File: src/rtl/if_stage_pkg.sv
// Shared constants and state encoding for the instruction-fetch stage.
package if_stage_pkg;

    localparam int unsigned IF_ADDR_W   = 30;
    localparam logic [31:0] IF_NOP_INSN = 32'h0000_0013;

    typedef enum logic [1:0] {
        IF_IDLE = 2'd0,
        IF_REQ  = 2'd1,
        IF_WAIT = 2'd2,
        IF_HOLD = 2'd3
    } if_state_e;

endpackage

File: src/rtl/if_hold_buf.sv
// One-entry holding register for a fetch response that arrived while decode stalled.
module if_hold_buf #(
    parameter int unsigned W = 62
) (
    input  logic         clk,
    input  logic         reset,
    input  logic         wr_i,
    input  logic         clr_i,
    input  logic [W-1:0] data_i,
    output logic         valid_o,
    output logic [W-1:0] data_o
);

    logic         valid_q, valid_d;
    logic [W-1:0] data_q, data_d;

    // Next-state: a write takes priority over a clear.
    always_comb begin
        valid_d = valid_q;
        data_d  = data_q;
        if (wr_i) begin
            valid_d = 1'b1;
            data_d  = data_i;
        end else if (clr_i) begin
            valid_d = 1'b0;
        end else begin
            valid_d = valid_q;
        end
    end

    // Buffer registers.
    always_ff @(posedge clk) begin
        if (reset) begin
            valid_q <= 1'b0;
            data_q  <= {W{1'b0}};
        end else begin
            valid_q <= valid_d;
            data_q  <= data_d;
        end
    end

    assign valid_o = valid_q;
    assign data_o  = data_q;

endmodule

File: src/rtl/if_stage.sv
// Instruction-fetch stage: PC ownership, single-outstanding imem fetch, branch redirect.
// Define IF_BUS_ERR_EN to add imem_err / if_bus_err bus-error reporting.
module if_stage
    import if_stage_pkg::*;
#(
    parameter int unsigned       ADDR_W    = IF_ADDR_W,
    parameter logic [ADDR_W-1:0] RESET_VEC = {ADDR_W{1'b0}},
    parameter logic [31:0]       NOP_INSN  = IF_NOP_INSN
) (
    input  logic              clk,
    input  logic              reset,
    input  logic              stall,
    input  logic              br_taken,
    input  logic [ADDR_W-1:0] br_addr,
    output logic              imem_req,
    output logic [ADDR_W-1:0] imem_addr,
    input  logic              imem_gnt,
    input  logic              imem_rvalid,
    input  logic [31:0]       imem_rdata,
    output logic [ADDR_W-1:0] if_pc,
    output logic [31:0]       if_insn,
`ifdef IF_BUS_ERR_EN
    input  logic              imem_err,
    output logic              if_bus_err,
`endif
    output logic              if_en
);

    localparam logic [ADDR_W-1:0] PC_ONE = {{(ADDR_W-1){1'b0}}, 1'b1};
`ifdef IF_BUS_ERR_EN
    localparam int unsigned BUF_W = ADDR_W + 33;
`else
    localparam int unsigned BUF_W = ADDR_W + 32;
`endif

    if_state_e         state_q, state_d;
    logic [ADDR_W-1:0] pc_q, pc_d, req_pc_q, req_pc_d, if_pc_q, if_pc_d;
    logic              kill_q, kill_d, if_en_q, if_en_d;
    logic [31:0]       if_insn_q, if_insn_d;

    logic              redirect_s, load_s, buf_wr_s, buf_clr_s, buf_valid_s;
    logic [BUF_W-1:0]  buf_in_s, buf_out_s;
    logic [ADDR_W-1:0] buf_pc_s, ld_pc_s;
    logic [31:0]       buf_insn_s, ld_insn_s;
    logic              rsp_err_s, buf_err_s, ld_err_s;

    assign redirect_s = br_taken & ~stall;

`ifdef IF_BUS_ERR_EN
    assign rsp_err_s = imem_err;
    assign buf_in_s  = {req_pc_q, imem_rdata, imem_err};
    assign {buf_pc_s, buf_insn_s, buf_err_s} = buf_out_s;
`else
    assign rsp_err_s = 1'b0;
    assign buf_err_s = 1'b0;
    assign buf_in_s  = {req_pc_q, imem_rdata};
    assign {buf_pc_s, buf_insn_s} = buf_out_s;
`endif

    if_hold_buf #(.W(BUF_W)) u_hold_buf (
        .clk     (clk),
        .reset   (reset),
        .wr_i    (buf_wr_s),
        .clr_i   (buf_clr_s),
        .data_i  (buf_in_s),
        .valid_o (buf_valid_s),
        .data_o  (buf_out_s)
    );

    // Fetch FSM next-state, PC update and decoder-facing output selection.
    always_comb begin
        state_d   = state_q;
        pc_d      = pc_q;
        req_pc_d  = req_pc_q;
        kill_d    = kill_q;
        buf_wr_s  = 1'b0;
        buf_clr_s = 1'b0;
        load_s    = 1'b0;
        ld_pc_s   = req_pc_q;
        ld_insn_s = imem_rdata;
        ld_err_s  = rsp_err_s;
        if_pc_d   = if_pc_q;
        if_insn_d = if_insn_q;
        if_en_d   = if_en_q;

        case (state_q)
            IF_IDLE: state_d = IF_REQ;
            IF_REQ: begin
                // A grant in the redirect cycle was for the old PC: its data must be dropped.
                if (imem_gnt) begin
                    state_d  = IF_WAIT;
                    req_pc_d = pc_q;
                    kill_d   = redirect_s;
                end else begin
                    kill_d = 1'b0;
                end
            end
            IF_WAIT: begin
                if (imem_rvalid) begin
                    kill_d = 1'b0;
                    if (kill_q || redirect_s) begin
                        state_d = IF_REQ;
                    end else if (stall) begin
                        buf_wr_s = 1'b1;
                        state_d  = IF_HOLD;
                    end else begin
                        load_s  = 1'b1;
                        state_d = IF_REQ;
                    end
                end else if (redirect_s) begin
                    kill_d = 1'b1;
                end else begin
                    kill_d = kill_q;
                end
            end
            IF_HOLD: begin
                if (redirect_s) begin
                    buf_clr_s = 1'b1;
                    state_d   = IF_REQ;
                end else if (!stall) begin
                    buf_clr_s = 1'b1;
                    state_d   = IF_REQ;
                    load_s    = buf_valid_s;
                    ld_pc_s   = buf_pc_s;
                    ld_insn_s = buf_insn_s;
                    ld_err_s  = buf_err_s;
                end else begin
                    state_d = IF_HOLD;
                end
            end
            default: state_d = IF_IDLE;
        endcase

        if (redirect_s) begin
            pc_d = br_addr;
        end else if (load_s) begin
            pc_d = ld_pc_s + PC_ONE;
        end else begin
            pc_d = pc_q;
        end

        if (stall) begin
            if_pc_d   = if_pc_q;
            if_insn_d = if_insn_q;
            if_en_d   = if_en_q;
        end else if (load_s) begin
            if_pc_d   = ld_pc_s;
            if_insn_d = ld_err_s ? NOP_INSN : ld_insn_s;
            if_en_d   = 1'b1;
        end else begin
            if_pc_d   = if_pc_q;
            if_insn_d = NOP_INSN;
            if_en_d   = 1'b0;
        end
    end

    // State and output registers.
    always_ff @(posedge clk) begin
        if (reset) begin
            state_q   <= IF_IDLE;
            pc_q      <= RESET_VEC;
            req_pc_q  <= RESET_VEC;
            kill_q    <= 1'b0;
            if_pc_q   <= {ADDR_W{1'b0}};
            if_insn_q <= NOP_INSN;
            if_en_q   <= 1'b0;
        end else begin
            state_q   <= state_d;
            pc_q      <= pc_d;
            req_pc_q  <= req_pc_d;
            kill_q    <= kill_d;
            if_pc_q   <= if_pc_d;
            if_insn_q <= if_insn_d;
            if_en_q   <= if_en_d;
        end
    end

`ifdef IF_BUS_ERR_EN
    logic if_bus_err_q;

    // Error flag travels with if_en: held on stall, cleared by bubbles and redirects.
    always_ff @(posedge clk) begin
        if (reset) begin
            if_bus_err_q <= 1'b0;
        end else if (stall) begin
            if_bus_err_q <= if_bus_err_q;
        end else if (load_s) begin
            if_bus_err_q <= ld_err_s;
        end else begin
            if_bus_err_q <= 1'b0;
        end
    end

    assign if_bus_err = if_bus_err_q;
`endif

    assign imem_req  = (state_q == IF_REQ);
    assign imem_addr = pc_q;
    assign if_pc     = if_pc_q;
    assign if_insn   = if_insn_q;
    assign if_en     = if_en_q;

endmodule

File: config.mk
export PLATFORM = sky130hd
export DESIGN_NAME = if_stage
export DESIGN_NICKNAME = d
export VERILOG_FILES = /design/src/rtl/if_stage_pkg.sv /design/src/rtl/if_hold_buf.sv /design/src/rtl/if_stage.sv
export SDC_FILE = /design/constraint.sdc
export NUM_CORES = 1
export LEC_CHECK = 0
export ABC_CLOCK_PERIOD_IN_PS = 7500
export BUFFER_PORTS_ARGS = -buffer_cell sky130_fd_sc_hd__buf_2
export CAP_MARGIN = 20
export CORE_ASPECT_RATIO = 0.6
export CORE_MARGIN = 2
export CORE_UTILIZATION = 50
export DETAILED_ROUTE_END_ITERATION = 12
export PLACE_DENSITY = 0.73
export SLEW_MARGIN = 20
export SYNTH_ARGS = -nofsm -noshare
export SYNTH_HDL_FRONTEND = slang
export SYNTH_SLANG_ARGS = --single-unit
export TNS_END_PERCENT = 5
File: constraint.sdc
create_clock -name clk -period 7.5 [get_ports clk]
set_clock_uncertainty 0.2 [all_clocks]
set_input_delay 0.375 -clock clk [delete_from_list [all_inputs] [get_ports clk]]
set_output_delay 0.375 -clock clk [all_outputs]
set_load 0.1 [all_outputs]
==> results.json <==
{
  "cts_setup_buffers": 0,
  "irDropWorstVdd_uv": 151.3,
  "pre_cts_ws_ps": 3419,
  "whs_ps": 9.449,
  "avgRoutedWirePerCell_um": 16.87,
  "maxCapViolations": 0,
  "ys_seq_area_share_pct": 44.79,
  "cts_tree": "built",
  "power_density_nw_per_um2": 212.2,
  "min_period_ps": 3736,
  "yosys.area.top_type": "dfxtp_1",
  "max_stage_delay_ps": 630,
  "ff2ff_setup_slack_ps": 3770,
  "die_w_um": 171.8,
  "crit_type": "input pin to flop",
  "stdcell_area_sq_um": 10160,
  "initialDrtViolationCount": 904,
  "route.detailed.drc": 0,
  "rows": 36,
  "power.total_mw": 2.156,
  "relSlewSlack_pct": 28.58,
  "synthTopCellsByArea": "dfxtp_1 (45%), nand2_1 (14%), a21oi_1 (9.9%)",
  "post_cts_resized": 0,
  "diodes": 0,
  "start_kind": "input pin",
  "antenna_found_initial": 0,
  "grt_overflow": 0,
  "dieArea_sq_um": 17990,
  "place_congestion": 0.9095,
  "cp_top_family": "buffers and inverters",
  "hold_violations": 0,
  "initial_utilization_pct": 51.53,
  "fin_ws_ps": 3764,
  "io_pins": 162,
  "drt.antenna.violating_nets": 0,
  "layout_commonest_cell": "nand2_1",
  "routed_wl_um": 25090,
  "synth-seq-cells": 189,
  "crit_arrival_ps": 3820,
  "worstSkewPairLatency_ps": 430,
  "grt_pass1_wl_um": 40170,
  "hold_path.class": "input pin to flop",
  "first_pass_iters": 7,
  "synth_cells": 1115,
  "cts_inserted_buffers": 17,
  "run_status": "complete, no violations",
  "ys.warnings.count": 0,
  "clkSinkCount": 189,
  "synth.distinct_cells": 53,
  "dp_cells": 1431,
  "syn_area_per_cell_sq_um": 7.577,
  "synth_nets": 1184,
  "via_per_inst": 5.708,
  "syn_to_final_growth_pct": 20.26,
  "critPathBufInv": 3,
  "post-dp-hpwl_um": 16230,
  "h-tree-depth": 4,
  "worst_slew_pin_slew_ps": 1071,
  "core_sq_um": 16400,
  "fmax_mhz": 267.7,
  "fin_cells": 1487,
  "first_global_vias": 7707,
  "p_leak_nw": 3.909,
  "fin_crit_sh_pct": 49.81,
  "synth_edf_count": 0,
  "fin_nets": 1315,
  "num_vias": 8488,
  "syn_area_sq_um": 8448,
  "slew_violations": 0,
  "endpoint_kind": "flop",
  "post-route-util_pct": 61.97,
  "worst-path-max-fanout": 43,
  "root_buffer": "clkbuf_16",
  "cp.required_ps": 7590,
  "rsz0062_at_grt": "false",
  "ys.flop_type": "dfxtp_1",
  "clockBufferDepth": 2,
  "clk_pin_slew_ps": 70,
  "grt_use_total_pct": 27.74,
  "final.setup.tns_ps": 0,
  "placed_area_sq_um": 9355,
  "die_y_um": 104.7,
  "cp_cell_sequence": "buf_2 > nand4bb_2 > buf_4 > mux2i_1 > inv_1 > ha_1 > nand4_1 > or2_2 > o22a_1 > nor3_1 > xor2_1 > a2111oi_0",
  "finalSetupViolations": 0,
  "async_reset_ff_share_pct": 0,
  "crit_slowest_cell": "buf_2",
  "final_cell_mix": "nand2_1 (318), dfxtp_1 (189), a21oi_1 (167)",
  "yosys.area.top_type_share_pct": 44.79,
  "grt_max_degree": 100,
  "drive_above_1_share_pct": 17.63,
  "numPortBuffers": 161
}
==> sequential cells by signal (all words and copies together), names as in the netlist <==
| register | cells |
|---|---|
| req_pc_q | 30 |
| imem_addr | 30 |
| if_insn | 32 |
| if_pc | 30 |
| state_q | 2 |
| if_en | 1 |
| u_hold_buf.valid_o | 1 |
| kill_q | 1 |
| u_hold_buf.data_o | 62 |
==> routing by layer <==
layer  share of wire [%]  track usage, %  wire [um]
met1                  47           41.48      11770
met5                   0               0          0
met3                 8.8           5.758       2206
met4                0.76           6.603        191
met2                  44           40.65      10920
==> cell families (layout without fill, tap and decap cells) <==
family / count (synthesis) / in the layout / synth area share (%)
AND/OR/NAND/NOR: 517 / 517 / 26.04
adder cells (fa/ha/maj): 1 / 1 / 0.1481
multiplexers: 30 / 30 / 3.599
buffers and inverters: 94 / 238 / 4.310
flip-flops: 189 / 189 / 44.79
XOR/XNOR: 26 / 26 / 2.695
AO/OA/AOI/OAI: 258 / 258 / 18.42
==> Yosys cell counts (2+ instances only) <==
| cell | number |
|---|---|
| nor2b_1 | 2 |
| mux2i_1 | 27 |
| o22ai_1 | 4 |
| a211oi_1 | 32 |
| a22oi_1 | 4 |
| nor2_1 | 90 |
| nor4_1 | 3 |
| a2111oi_0 | 7 |
| a21oi_1 | 167 |
| dfxtp_1 | 189 |
| nor3_1 | 20 |
| mux2_2 | 3 |
| nand3_1 | 24 |
| a31oi_1 | 3 |
| a211o_1 | 2 |
| a32oi_1 | 3 |
| nand2b_1 | 2 |
| clkbuf_1 | 73 |
| nand2_1 | 318 |
| inv_1 | 7 |
| or2_2 | 4 |
| xnor2_1 | 16 |
| buf_1 | 5 |
| nand4_1 | 18 |
| xor2_1 | 10 |
| o2bb2ai_1 | 2 |
| and4_1 | 6 |
| buf_2 | 8 |
| a221oi_1 | 3 |
| or3_1 | 3 |
| o21ai_0 | 8 |
| and2b_1 | 2 |
| and3_1 | 17 |
| a311oi_1 | 14 |
==> worst register-to-register path, cell delays in order, from the launching register on <==
cell and delay [ps]:
dfxtp_1 480, nor4bb_4 340, buf_4 530, nand2_1 140, nand2_1 100, ha_1 250, nand4_1 140, or2_2 340
o22a_1 290, nor3_1 240, xor2_1 90, a2111oi_0 450
==> path summary, 6_finish.rpt <==
kind,startpoint,endpoint,cells after the start
setup / recovery,stall,imem_addr[26],12
hold / removal,br_addr[11],imem_addr[11],3
hold reg to reg,u_hold_buf.data_o[7],u_hold_buf.data_o[7],2
setup reg to reg,state_q[0],imem_addr[26],11
==> area by class of cell <==
cell class,instances,area (sq um)
fillers,1528,6236
clock buffers,19,432.9
well taps,228,285.3
inverters,7,26.28
multi-input cells,832,4343
flip-flops and latches,189,3784
repair buffers,199,1157
clock inverters,13,131.4
==> repair_timing <==
item | in CTS | in global routing
endpoints found under the setup margin | 0 | 0
endpoints found under the hold margin | 24 | 0
hold buffers | 24 | 0
==> power by group <==
part	leakage, nW	switching (mW)	internal (mW)
Combinational	2.12	0.172	0.0558
Sequential	1.53	0.0188	1.02
Clock	0.264	0.422	0.467
Total	3.91	0.613	1.54
(Power assumes the default switching activity.)
